$ cat src/rtl/cordic_step_if.sv
// Handshake/data bundle between the step controller (master) and the CORDIC step engine (slave).
interface cordic_step_if #(
    parameter int W = 16
);
    logic                load;
    logic signed [W-1:0] x_in;
    logic signed [W-1:0] y_in;
    logic signed [W-1:0] z_in;
    logic                step;
    logic [3:0]          step_idx;
    logic signed [W-1:0] x_out;
    logic signed [W-1:0] y_out;
    logic signed [W-1:0] z_out;
    logic [4:0]          iter_cnt;
    logic                busy;
    logic                done;
    logic                seq_err;

    modport master (
        output load, x_in, y_in, z_in, step, step_idx,
        input  x_out, y_out, z_out, iter_cnt, busy, done, seq_err
    );

    modport slave (
        input  load, x_in, y_in, z_in, step, step_idx,
        output x_out, y_out, z_out, iter_cnt, busy, done, seq_err
    );
endinterface

$ cat src/rtl/cordic_step_engine.sv
// Single-step CORDIC rotation engine: one micro-rotation per accepted step request.
// Define CORDIC_SEQ_CHECK_EN to require step_idx == iter_cnt and flag mismatches in seq_err.
module cordic_step_engine #(
    parameter int W    = 16,
    parameter int ITER = 16
) (
    input  logic          clk,
    input  logic          reset,
    cordic_step_if.slave  bus
);

    typedef enum logic [2:0] {IDLE, READY, SHF, UPD, DONE} state_t;

    state_t              r_state;
    state_t              w_state_nxt;
    logic signed [W-1:0] r_x, r_y, r_z;
    logic signed [W-1:0] r_xs, r_ys, r_at;
    logic                r_d;
    logic [3:0]          r_idx;
    logic [4:0]          r_cnt;
    logic                r_seq_err;
    logic                w_load_acc;
    logic                w_step_acc;
    logic                w_step_bad;
    logic                w_idx_ok;

    function automatic logic signed [W-1:0] atan_lut(input logic [3:0] i);
        case (i)
            4'd0:    atan_lut = W'(6434);
            4'd1:    atan_lut = W'(3798);
            4'd2:    atan_lut = W'(2007);
            4'd3:    atan_lut = W'(1019);
            4'd4:    atan_lut = W'(511);
            4'd5:    atan_lut = W'(256);
            4'd6:    atan_lut = W'(128);
            4'd7:    atan_lut = W'(64);
            4'd8:    atan_lut = W'(32);
            4'd9:    atan_lut = W'(16);
            4'd10:   atan_lut = W'(8);
            4'd11:   atan_lut = W'(4);
            4'd12:   atan_lut = W'(2);
            4'd13:   atan_lut = W'(1);
            default: atan_lut = '0;
        endcase
    endfunction

`ifdef CORDIC_SEQ_CHECK_EN
    assign w_idx_ok = (bus.step_idx == r_cnt[3:0]);
`else
    assign w_idx_ok = 1'b1;
`endif

    always_comb begin
        w_state_nxt = r_state;
        w_load_acc  = 1'b0;
        w_step_acc  = 1'b0;
        w_step_bad  = 1'b0;
        case (r_state)
            IDLE, DONE: begin
                if (bus.load) begin
                    w_load_acc  = 1'b1;
                    w_state_nxt = READY;
                end
            end
            READY: begin
                if (bus.load) begin
                    w_load_acc  = 1'b1;
                    w_state_nxt = READY;
                end else if (bus.step) begin
                    if (w_idx_ok) begin
                        w_step_acc  = 1'b1;
                        w_state_nxt = SHF;
                    end else begin
                        w_step_bad  = 1'b1;
                    end
                end
            end
            SHF:     w_state_nxt = UPD;
            UPD:     w_state_nxt = (r_cnt + 5'd1 == 5'(ITER)) ? DONE : READY;
            default: w_state_nxt = IDLE;
        endcase
    end

    always_ff @(posedge clk) begin
        if (reset) r_state <= IDLE;
        else       r_state <= w_state_nxt;
    end

    // Reset clears the datapath too, so a step interrupted in SHF/UPD leaves nothing behind.
    always_ff @(posedge clk) begin
        if (reset) begin
            r_x       <= '0;
            r_y       <= '0;
            r_z       <= '0;
            r_xs      <= '0;
            r_ys      <= '0;
            r_at      <= '0;
            r_d       <= 1'b0;
            r_idx     <= '0;
            r_cnt     <= '0;
            r_seq_err <= 1'b0;
        end else begin
            if (w_load_acc) begin
                r_x       <= bus.x_in;
                r_y       <= bus.y_in;
                r_z       <= bus.z_in;
                r_cnt     <= '0;
                r_seq_err <= 1'b0;
            end
            if (w_step_acc) r_idx <= bus.step_idx;
            if (w_step_bad) r_seq_err <= 1'b1;
            if (r_state == SHF) begin
                r_xs <= r_x >>> r_idx;
                r_ys <= r_y >>> r_idx;
                r_at <= atan_lut(r_idx);
                r_d  <= ~r_z[W-1];
            end
            if (r_state == UPD) begin
                if (r_d) begin
                    r_x <= r_x - r_ys;
                    r_y <= r_y + r_xs;
                    r_z <= r_z - r_at;
                end else begin
                    r_x <= r_x + r_ys;
                    r_y <= r_y - r_xs;
                    r_z <= r_z + r_at;
                end
                r_cnt <= r_cnt + 5'd1;
            end
        end
    end

    assign bus.x_out    = r_x;
    assign bus.y_out    = r_y;
    assign bus.z_out    = r_z;
    assign bus.iter_cnt = r_cnt;
    assign bus.busy     = (r_state == SHF) || (r_state == UPD);
    assign bus.done     = (r_state == DONE);
    assign bus.seq_err  = r_seq_err;

endmodule

$ cat src/flat_wrapper.sv
// flat-port wrapper written by rule: the top's interface ports become plain ports
module cordic_step_engine_flat 
#(
    parameter int W    = 16,
    parameter int ITER = 16
)
  (clk, reset, bus_load, bus_x_in, bus_y_in, bus_z_in, bus_step, bus_step_idx, bus_x_out, bus_y_out, bus_z_out, bus_iter_cnt, bus_busy, bus_done, bus_seq_err);
  cordic_step_if #(.W(W)) bus_i ();
  input  logic clk;
  input  logic reset;
  input wire logic [$bits(bus_i.load)-1:0] bus_load;
  input wire logic [$bits(bus_i.x_in)-1:0] bus_x_in;
  input wire logic [$bits(bus_i.y_in)-1:0] bus_y_in;
  input wire logic [$bits(bus_i.z_in)-1:0] bus_z_in;
  input wire logic [$bits(bus_i.step)-1:0] bus_step;
  input wire logic [$bits(bus_i.step_idx)-1:0] bus_step_idx;
  output wire logic [$bits(bus_i.x_out)-1:0] bus_x_out;
  output wire logic [$bits(bus_i.y_out)-1:0] bus_y_out;
  output wire logic [$bits(bus_i.z_out)-1:0] bus_z_out;
  output wire logic [$bits(bus_i.iter_cnt)-1:0] bus_iter_cnt;
  output wire logic [$bits(bus_i.busy)-1:0] bus_busy;
  output wire logic [$bits(bus_i.done)-1:0] bus_done;
  output wire logic [$bits(bus_i.seq_err)-1:0] bus_seq_err;
  assign bus_i.load = bus_load;
  assign bus_i.x_in = bus_x_in;
  assign bus_i.y_in = bus_y_in;
  assign bus_i.z_in = bus_z_in;
  assign bus_i.step = bus_step;
  assign bus_i.step_idx = bus_step_idx;
  assign bus_x_out = bus_i.x_out;
  assign bus_y_out = bus_i.y_out;
  assign bus_z_out = bus_i.z_out;
  assign bus_iter_cnt = bus_i.iter_cnt;
  assign bus_busy = bus_i.busy;
  assign bus_done = bus_i.done;
  assign bus_seq_err = bus_i.seq_err;
  cordic_step_engine #(.W(W), .ITER(ITER)) u_core (.clk(clk), .reset(reset), .bus(bus_i));
endmodule
$ cat config.mk
export PLATFORM = sky130hd
export DESIGN_NAME = cordic_step_engine_flat
export DESIGN_NICKNAME = d
export VERILOG_FILES = /design/src/rtl/cordic_step_if.sv /design/src/rtl/cordic_step_engine.sv /design/src/flat_wrapper.sv
export SDC_FILE = /design/constraint.sdc
export NUM_CORES = 1
export LEC_CHECK = 0
export ABC_AREA = 1
export CAP_MARGIN = 5
export CORE_ASPECT_RATIO = 1.2
export CORE_MARGIN = 2
export CORE_UTILIZATION = 40
export CTS_CLUSTER_SIZE = 25
export DETAILED_ROUTE_END_ITERATION = 8
export PLACE_DENSITY = 0.6
export SYNTH_ARGS = -nofsm -noshare
export SYNTH_HDL_FRONTEND = slang
export SYNTH_SLANG_ARGS = --single-unit
$ cat constraint.sdc
create_clock -name clk -period 3.71 [get_ports clk]
set_input_delay 0.5565 -clock clk [delete_from_list [all_inputs] [get_ports clk]]
set_output_delay 0.5565 -clock clk [all_outputs]
set_load 0.03 [all_outputs]
# --- After elaboration in Yosys (flattened, before gate mapping) ---
# Memories as Yosys holds them, arrays and structs flattened. A register that Yosys moved wholly into a read port is not among the register bits.
# Cells that the tools add are included.
totals:
  rom_bits: 208
  word_cells: 55
  mem_count: 1
  inputBits: 56
  reg_bits: 109
mem_list:
  columns: ["memory", "depth", "width", "read_ports", "rd_ports_with_merged_regs", "wr", "line_no", "rtl"]
  rows:
  - ["(no name shown)", 16, 13, 1, 1, 0, "cordic_step_engine.sv:28", "case (i)"]
classes:
  n_addsub: 7
  n_mux: 21
  n_reduce_logical: 6
  bitwise: 1
  shift: 2
  n_eq_ne: 7
ops:
  columns: ["operator", "n"]
  rows:
  - ["$mux W16", 9]
  - ["$add A16 B16 Y16", 3]
  - ["$sub A16 B16 Y16", 3]
  - ["$sshr A16 B4 Y16", 2]
  - ["$mux W3", 4]
  - ["$pmux W3 S4", 1]
  - ["$mux W5", 2]
  - ["$eq A3 B2 Y1 const B", 2]
  - ["$add A5 B1 Y5 const B", 1]
  - ["$eq A5 B5 Y1 const B", 1]
  - ["$mux W1", 5]
  - ["$eq A3 B1 Y1 const B", 1]
  - ["$eq A3 B3 Y1 const B", 1]
  - ["$logic_not A3 Y1", 1]
  - ["$ne A3 B3 Y1 const B", 1]
  - ["$reduce_or A3 Y1", 1]
  - ["$ne A2 B2 Y1 const B", 1]
  - ["$reduce_and A2 Y1", 1]
  - ["$reduce_bool A2 Y1", 1]
  - ["$reduce_or A2 Y1", 1]
  - ["$logic_or A1 B1 Y1", 1]
  - ["$not A1 Y1", 1]

# --- Logic depth before layout (Yosys ltp) ---
# Gate-level depths: netlist (run 1).
depth:
  word_depth: 5
  depth_mapped: 22
  ltp_nobuf: 22

# --- Worst setup path after synthesis (run 1) ---
# Ideal clock, no wire load.
synth_timing:
  path_type: "register -> register"
  start: "register u_core.r_ys[1]"
  end: "register u_core.r_x[13], in the netlist u_core.bus.x_out[13]"
  setup_slack_ns: 1.219
  period_less_slack_ns: 2.491
  arrival_ns: 2.358
  stages_incl_launch_ff: 19
  required_time_ns: 3.578
  path_cell_list: "dfxtp_1 -> inv_1 -> ha_1 -> nand2_1 -> nor2_1 -> inv_1 -> nor3_1 -> nand2_1 -> o31ai_1 -> xor2_1 -> ha_1 -> a21oi_1 -> o21ai_0 -> nor2_1 -> nand2_1 -> nand2_1 -> nand3_1 -> nand2_1 -> a21oi_1"
synth_between:
  elab_chain_len: 3
  word_cells_on_any_way: 4
synth_lines:
  columns: ["element", "line_no", "rtl"]
  rows:
  - ["start: declaration", "cordic_step_engine.sv:17", "logic signed [W-1:0] r_xs, r_ys, r_at;"]
  - ["start signal: assignment", "cordic_step_engine.sv:114", "r_ys <= r_y >>> r_idx;"]
  - ["$add A16 B16 Y16 or $sub A16 B16 Y16 (tied branches)", "cordic_step_engine.sv:124, cordic_step_engine.sv:120", null]
  - ["$mux W16 (*)", "cordic_step_engine.sv:119", "if (r_d) begin"]
  - ["$mux W16 (*)", "cordic_step_engine.sv:118", "if (r_state == UPD) begin"]
  - ["end signal: assignment", "cordic_step_engine.sv:104", "r_x <= bus.x_in;"]
  - ["end signal: assignment", "cordic_step_engine.sv:120", "r_x <= r_x - r_ys;"]
  - ["end signal: assignment", "cordic_step_engine.sv:124", "r_x <= r_x + r_ys;"]
  - ["end: declaration", "cordic_step_engine.sv:16", "logic signed [W-1:0] r_x, r_y, r_z;"]
# Mark *: on every way between the ends. The rest lies on a longest branch, timed or not.
# A chain may end at the register's enable or synchronous reset.

# --- Final worst setup path (run 1) ---
layout_timing:
  start: "register u_core.r_at[0]"
  end: "register u_core.r_z[15], in the netlist u_core.bus.z_out[15]"
layout_between:
  elab_chain_len: 3
  word_cells_on_any_way: 4
layout_lines:
  columns: ["element", "line_no", "rtl"]
  rows:
  - ["start: declaration", "cordic_step_engine.sv:17", null]
  - ["$add A16 B16 Y16 or $sub A16 B16 Y16 (tied branches)", "cordic_step_engine.sv:126, cordic_step_engine.sv:122", null]
  - ["$mux W16 (*)", "cordic_step_engine.sv:119", null]
  - ["$mux W16 (*)", "cordic_step_engine.sv:118", null]
  - ["end signal: assignment", "cordic_step_engine.sv:106", "r_z <= bus.z_in;"]
  - ["end signal: assignment", "cordic_step_engine.sv:122", "r_z <= r_z - r_at;"]
  - ["end signal: assignment", "cordic_step_engine.sv:126", "r_z <= r_z + r_at;"]
  - ["end: declaration", "cordic_step_engine.sv:16", null]
# Marks and branches as above.

==> impl_metrics.csv, run 1 <==
group,metric,value,unit
floorplanning,die_h,168.2,um
worst_setup_path,required,3.92,ns
clock_tree,ctsHtreeMaxLevel,3,
global_route,grt_remaining_overflow,0,
worst_setup_path,crit_end,"u_core.bus.z_out[15]",
placed_design,dpl.hpwl,22450,um
synthesis,synth_compound_area_share,19.67,%
power,netSwitchingFraction,43.32,%
synthesis,synth_fa_ha_area_share,8.748,%
synthesis,synth-xor-area-share,5.265,%
worst_setup_path,reg2regPathDepth,18,
sta,holdWs,0.4842,ns
clock_tree,post_cts_resized,0,
synthesis,seq_area_frac_synth,23.62,%
synthesis,synthesis.nets,1599,
floorplanning,die-area,23680,um^2
worst_setup_path,critPathKind,"register to register",
floorplanning,die_w,140.8,um
synthesis,syn_area,8982,um^2
clock_tree,cts_num_sinks,106,
drt,drt_iter0_markers,570,
power,peakVddDrop,0.0002023,V
global_route,grt_first_pass_wirelength,46720,um
drt,drc,0,
drt,postRouteWirelength,29700,um
drt,wl_per_cell,16.14,um
global_route,antenna_found_initial,0,
power,p_per_area,394.0,nW/um^2
synthesis,synth_seq_cells,106,
cells_and_area,nFillCells,2395,
worst_setup_path,end_kind,"register",
power,combPwrFrac,45.6,%
cells_and_area,drive_above_1_share,3.331,%
global_route,use_met1,30.77,%
global_route,grt_start_max_net_pins,72,
global_route,grt-busiest-layer,"met2",
cells_and_area,layout_commonest_cell,"nand2_1",
synthesis,async_flop_share,0,%
clock_tree,postCtsHoldBufs,0,
sta,finalClockSkew,0.01026,ns
clock_tree,cts_buffers,9,
synthesis,yosys.area_share.simple,32.43,%
run,drv_cap,0,
sta,hold_violations,0,
sta,drv_slew,0,
placed_design,placement.io_buffers,110,
cells_and_area,syn_to_final_growth,17.37,%
power,p_int,0.002355,W
sta,worst_slew_margin_rel,27.15,%
worst_hold_path,hold_path_class,"register to register",
drt,viasPerCell,5.224,
clock_tree,cts_tree,"yes",
sta,clock.fmax,342.1,MHz
sta,fin_crit_sh,78.79,%
sta,rsz0062_at_grt,"no",
floorplanning,core,22220,um^2
power,p_leak,4.903,nW
floorplanning,ios,112,
sta,fin_ws,0.7869,ns
synthesis,synth_top_flop_cell,"dfxtp_1",
placed_design,place.gp.congestion,0.9152,
synthesis,synth.area.mux_share,0.5572,%
clock_tree,post-cts-setup-buffers,0,
worst_setup_path,worst-path-max-fanout,6,
cells_and_area,multi_input_comb_area,5992,um^2
power,p_seq_share,30.9,%
global_route,grtUsageTotal,24.69,%
synthesis,synth_area_per_cell,6.061,um^2
global_route,met2_usage,44.84,%
worst_setup_path,reg2reg_to,"u_core.bus.z_out[15]",
synthesis,synth_top_family_by_area,"simple AND/OR/NAND/NOR gates",
synthesis,synth_edf_count,0,
floorplanning,initial_core_util,40.42,%
synthesis,syn_inst,1482,
run_status,status,"completed",
drt,antenna_left,0,
synthesis,yosys_warnings,0,
placed_design,place_ws,0.7807,ns
global_route,use_met3,2.702,%
power,p_sw,0.001800,W
sta,setup_violations,0,
clock_tree,cts.path.max_buffers,2,
power,clockPowerShare,23.5,%
worst_setup_path,reg2reg_from,"u_core.r_at[0]",
clock_tree,cts_root_buf,"clkbuf_16",
cells_and_area,layout.nets,1673,
worst_setup_path,startpoint,"u_core.r_at[0]",
synthesis,synth_cell_type_count,48,
sta,worst_pin_slew,1.092,ns
drt,dr.pass1.iters,5,
drt,dr_total_vias,9612,
clock_tree,insertion_delay,0.36,ns
worst_setup_path,rrSetupSlack,0.79,ns
cells_and_area,antennaDiodeCount,0,
global_route,grt_pass1_vias,9037,
cells_and_area,seq_area,2122,um^2
worst_setup_path,arrival,3.13,ns
sta,setup_tns,0,ns
floorplanning,placementRows,60,
cells_and_area,layout_common_cells,"nand2_1, nor2_1, inv_1",
sta,period_needed,2.923,ns
clock_tree,cts.clk_slew.worst_paths,0.08,ns
worst_setup_path,start_kind,"register",
==> Yosys cell counts (6+ instances only) <==
cell,number,area share (%)
inv_1,145,6.1
nor3_1,8,0.45
xnor2_1,17,1.7
nor2_1,161,6.7
dfxtp_1,106,24
a31oi_1,24,1.7
ha_1,58,8.1
buf_2,26,1.4
nand4_1,7,0.49
nand2_1,452,19
o211ai_1,8,0.67
nand3_1,78,4.3
inv_2,6,0.25
a211oi_1,6,0.50
or2_2,6,0.42
xor2_1,37,3.6
clkbuf_1,20,0.84
o21ai_0,123,6.9
a21oi_1,116,6.5
buf_4,9,0.75
==> power by group through the flow <==
| stage | clock (W) | sequential (W) | combinational, W |
|---|---|---|---|
| after global placement | 0 | 0.00131 | 0.00188 |
| final | 0.000976 | 0.00128 | 0.00190 |
| after floorplan | 0 | 0.00135 | 0.00131 |
| after global routing | 0.00104 | 0.00129 | 0.00214 |
| after detailed placement | 0 | 0.00131 | 0.00188 |
| after CTS | 0.000996 | 0.00128 | 0.00189 |
==> state kept, by name (all words and copies together) (netlist names) <==
signal and cells:
u_core.bus.iter_cnt 5, u_core.r_idx 4, u_core.r_at 13, u_core.r_ys 16, u_core.r_d 1, u_core.r_state 3
u_core.r_xs 16, u_core.bus.z_out 16, u_core.bus.x_out 16, u_core.bus.y_out 16
==> per-layer routing <==
metal | vias to the layer above | wire length [um] | share of wire (%)
li1 | 4978 | - | -
met1 | 4368 | 13160 | 44
met2 | 219 | 14950 | 50
met3 | 47 | 940 | 3.2
met4 | 0 | 655 | 2.2
met5 | - | 0 | 0
==> worst min-delay path by stage <==
stage,startpoint,to,slack (ns),cells past startpoint
global route,u_core.r_xs[15],u_core.r_xs[15],0.51,2
global placement,u_core.r_xs[15],u_core.r_xs[15],0.47,2
CTS,u_core.r_xs[15],u_core.r_xs[15],0.49,2
floorplan,u_core.r_at[12],u_core.r_at[12],0.46,2
detailed placement,u_core.r_xs[15],u_core.r_xs[15],0.47,2
finish,u_core.r_xs[15],u_core.r_xs[15],0.48,2
==> stage by stage <==
step,utilization [%],instance area [um^2],instances,power (W)
after floorplan,-,8982,1482,0.002659
after global placement,46.13,10250,1824,0.003191
after detailed placement,46.13,10250,1824,0.003188
after CTS,47.44,10540,1840,0.004169
after global routing,47.44,10540,1840,0.004468
final,47.44,10540,1840,0.004154
==> cells by family after synthesis <==
kind of cell	Yosys count
compound gates	317
xor+xnor	54
fa+ha+maj	61
buf+inv	213
flops	106
mux	5
other cells	1
simple gates	725
==> layout make-up <==
class / count / share of cell area (%)
multi-input cells: 1163 / 56.84
flip-flops and latches: 106 / 20.13
repair buffers: 125 / 11.58
inverters: 151 / 5.376
well taps: 279 / 3.311
clock buffers: 9 / 2.136
clock inverters: 7 / 0.6290
==> worst max-delay path: stages, from the launching register on <==
cell,delay (ns)
dfxtp_1,0.35
inv_1,0.07
ha_1,0.13
inv_1,0.05
nor2_1,0.18
nand4_1,0.15
o31ai_1,0.37
nand2_1,0.14
xor2_1,0.17
ha_1,0.38
nand2_1,0.14
nor3_1,0.21
nand2_1,0.07
nand2_1,0.09
inv_1,0.04
nand2_1,0.05
nand3_1,0.06
nand2_1,0.06
a21oi_1,0.05
(Power assumes the default switching activity.)
==> run 2: changes to the inputs <==
==> constraint.sdc (replaced) <==
create_clock -name clk -period 3 [get_ports clk]
set_input_delay 0.45 -clock clk [delete_from_list [all_inputs] [get_ports clk]]
set_output_delay 0.45 -clock clk [all_outputs]
set_load 0.03 [all_outputs]
==> run 2 against run 1 <==
Register-to-register slack got worse by 0.59 ns. Non-clock buffer count increased by 12. Largest power group unchanged. Via count increased by 0.79%. Flip-flop and latch count unchanged. Combinational power increased by 29%. Utilization increased by 0.98 points. Final area increased by 2.1%. Worst hold slack improved by 0.0082 ns.
==> impl_metrics.csv, run 2 (synthesis results as in run 1) <==
group,metric,value,unit
sta,worst_slew_margin_rel,25.04,%
sta,setup_tns,0,ns
worst_setup_path,crit_cells,18,
clock_tree,cts_buffers,9,
worst_setup_path,path_buf_inv,3,
worst_setup_path,worst-path-max-fanout,6,
power,p_leak,4.983,nW
sta,hold_violations,0,
worst_setup_path,crit_path_cell_trace,"inv_1, ha_1, nand2_1, nor2_1, inv_1, nor3_1, nand2_1, o31ai_2, xor2_1, ha_2, nand2_1, nor2_1, inv_1, o21a_1, nand2_1, nand2_1, nand3_1, a21oi_1",
global_route,grt_first_pass_wirelength,47870,um
worst_setup_path,reg2reg_from,"u_core.r_ys[0]",
global_route,grt_pass1_vias,9189,
sta,fin_crit_sh,93.41,%
run,drv_cap,0,
global_route,grtUsageTotal,25.38,%
global_route,grt_remaining_overflow,0,
floorplanning,ios,112,
worst_setup_path,required,3.22,ns
cells_and_area,layout_common_cells,"nand2_1, nor2_1, inv_1",
sta,setup_violations,0,
worst_setup_path,reg2reg_to,"u_core.bus.x_out[15]",
clock_tree,cts_tree,"yes",
clock_tree,insertion_delay,0.37,ns
drt,viasPerCell,5.231,
worst_hold_path,hold_path_class,"register to register",
global_route,antenna_found_initial,0,
power,p_per_area,495.2,nW/um^2
drt,postRouteWirelength,30150,um
worst_setup_path,crit_family,"simple AND/OR/NAND/NOR gates",
placed_design,dpl.hpwl,22750,um
clock_tree,cts.clk_slew.worst_paths,0.08,ns
worst_setup_path,slowest_delay,0.41,ns
drt,antenna_left,0,
floorplanning,die-area,23680,um^2
worst_setup_path,crit_end,"u_core.bus.x_out[15]",
worst_setup_path,arrival,3.02,ns
cells_and_area,layout.nets,1685,
clock_tree,ctsHtreeMaxLevel,3,
clock_tree,cts.path.max_buffers,2,
floorplanning,core,22220,um^2
run_status,status,"completed",
drt,drt_iter0_markers,485,
cells_and_area,layout_commonest_cell,"nand2_1",
sta,drv_slew,0,
global_route,grt_start_max_net_pins,72,
floorplanning,initial_core_util,40.42,%
sta,worst_pin_slew,1.123,ns
power,power,0.005329,W
sta,clock.fmax,356.8,MHz
placed_design,place.gp.congestion,0.8916,
cells_and_area,drive_above_1_share,5.531,%
drt,dr.pass1.iters,5,
drt,dr_total_vias,9688,
worst_setup_path,rrSetupSlack,0.20,ns
cells_and_area,syn_to_final_growth,19.79,%
worst_setup_path,start_kind,"register",
worst_setup_path,crit_slowest_cell,"ha_2",
sta,finalClockSkew,0.01081,ns
floorplanning,die_w,140.8,um
floorplanning,placementRows,60,
placed_design,placement.io_buffers,110,
clock_tree,postCtsHoldBufs,0,
worst_setup_path,startpoint,"u_core.r_ys[0]",
cells_and_area,nFillCells,2391,
floorplanning,die_h,168.2,um
clock_tree,cts_root_buf,"clkbuf_16",
worst_setup_path,end_kind,"register",
worst_setup_path,critPathKind,"register to register",
drt,drc,0,
worst_setup_path,reg2regPathDepth,18,
clock_tree,cts_num_sinks,106,
sta,period_needed,2.802,ns
power,peakVddDrop,0.0002839,V
drt,wl_per_cell,16.28,um
cells_and_area,antennaDiodeCount,0,
worst_setup_path,cpMostUsedCell,"nand2_1",
[run 2: worst min path at each step]
stage | startpoint | to | slack, ns | depth (start not counted)
2_1_floorplan | u_core.r_at[12] | u_core.r_at[12] | 0.46 | 2
4_1_cts | u_core.r_at[7] | u_core.r_at[7] | 0.49 | 2
6_report | u_core.r_at[7] | u_core.r_at[7] | 0.49 | 2
5_1_grt | u_core.bus.iter_cnt[4] | u_core.bus.iter_cnt[4] | 0.52 | 2
3_5_place_dp | u_core.r_at[7] | u_core.r_at[7] | 0.48 | 2
3_3_place_gp | u_core.r_xs[15] | u_core.r_xs[15] | 0.47 | 2
[run 2: worst reg2reg max path, delay by kind of cell, from the launching register on]
kind | cells | cell delay [ns]
and+or+nand+nor | 9 | 0.97
DFF | 1 | 0.33
xor gates and xnor gates | 1 | 0.11
AOI/OAI and AO/OA | 3 | 0.48
buffers and inverters | 3 | 0.21
adders and majority gates | 2 | 0.57
[run 2: repair_timing]
item | 4_1_cts | 5_1_grt
setup buffers | 0 | 4
resized for setup | 0 | 25
setup endpoints to repair | 0 | 8
[run 2: final cells by class]
type                            instances  area, um^2  share of cell area (%)
Clock buffer                            9       225.2                   2.093
Sequential cell                       106        2125                   19.74
Inverter                              151       566.8                   5.267
Tap cell                              279       349.1                   3.244
Multi-Input combinational cell       1163        6068                   56.40
Clock inverter                          7       86.33                  0.8023
Timing Repair Buffer                  137        1340                   12.45
[run 2: metal layers]
layer  track usage (%)  wire, um  up-vias
li1                  -         -     5010
met1             31.36     13210     4429
met2             45.75     15100      203
met3             2.531      1048       46
met4             9.000       795        0
met5                 0         0        -
[run 2: per-stage QoR]
stage / utilization, % / hold WS, ns / instances / setup slack (ns) / cell area, um^2
detailed placement: 46.51 / 0.4788 / 1832 / 0.1567 / 10340
floorplan: - / 0.4575 / 1482 / 0.5094 / 8982
CTS: 47.92 / 0.4910 / 1848 / 0.1165 / 10650
finish: 48.42 / 0.4924 / 1852 / 0.1976 / 10760
global route: 48.42 / 0.5225 / 1852 / -0.01069 / 10760
global placement: 46.51 / 0.4720 / 1832 / 0.1931 / 10340
[run 2: power breakdown]
group / switching, W / total, W / internal (W)
registers: 0.000107 / 0.00159 / 0.00148
clock network: 0.000634 / 0.00130 / 0.000663
logic: 0.00153 / 0.00245 / 0.000913
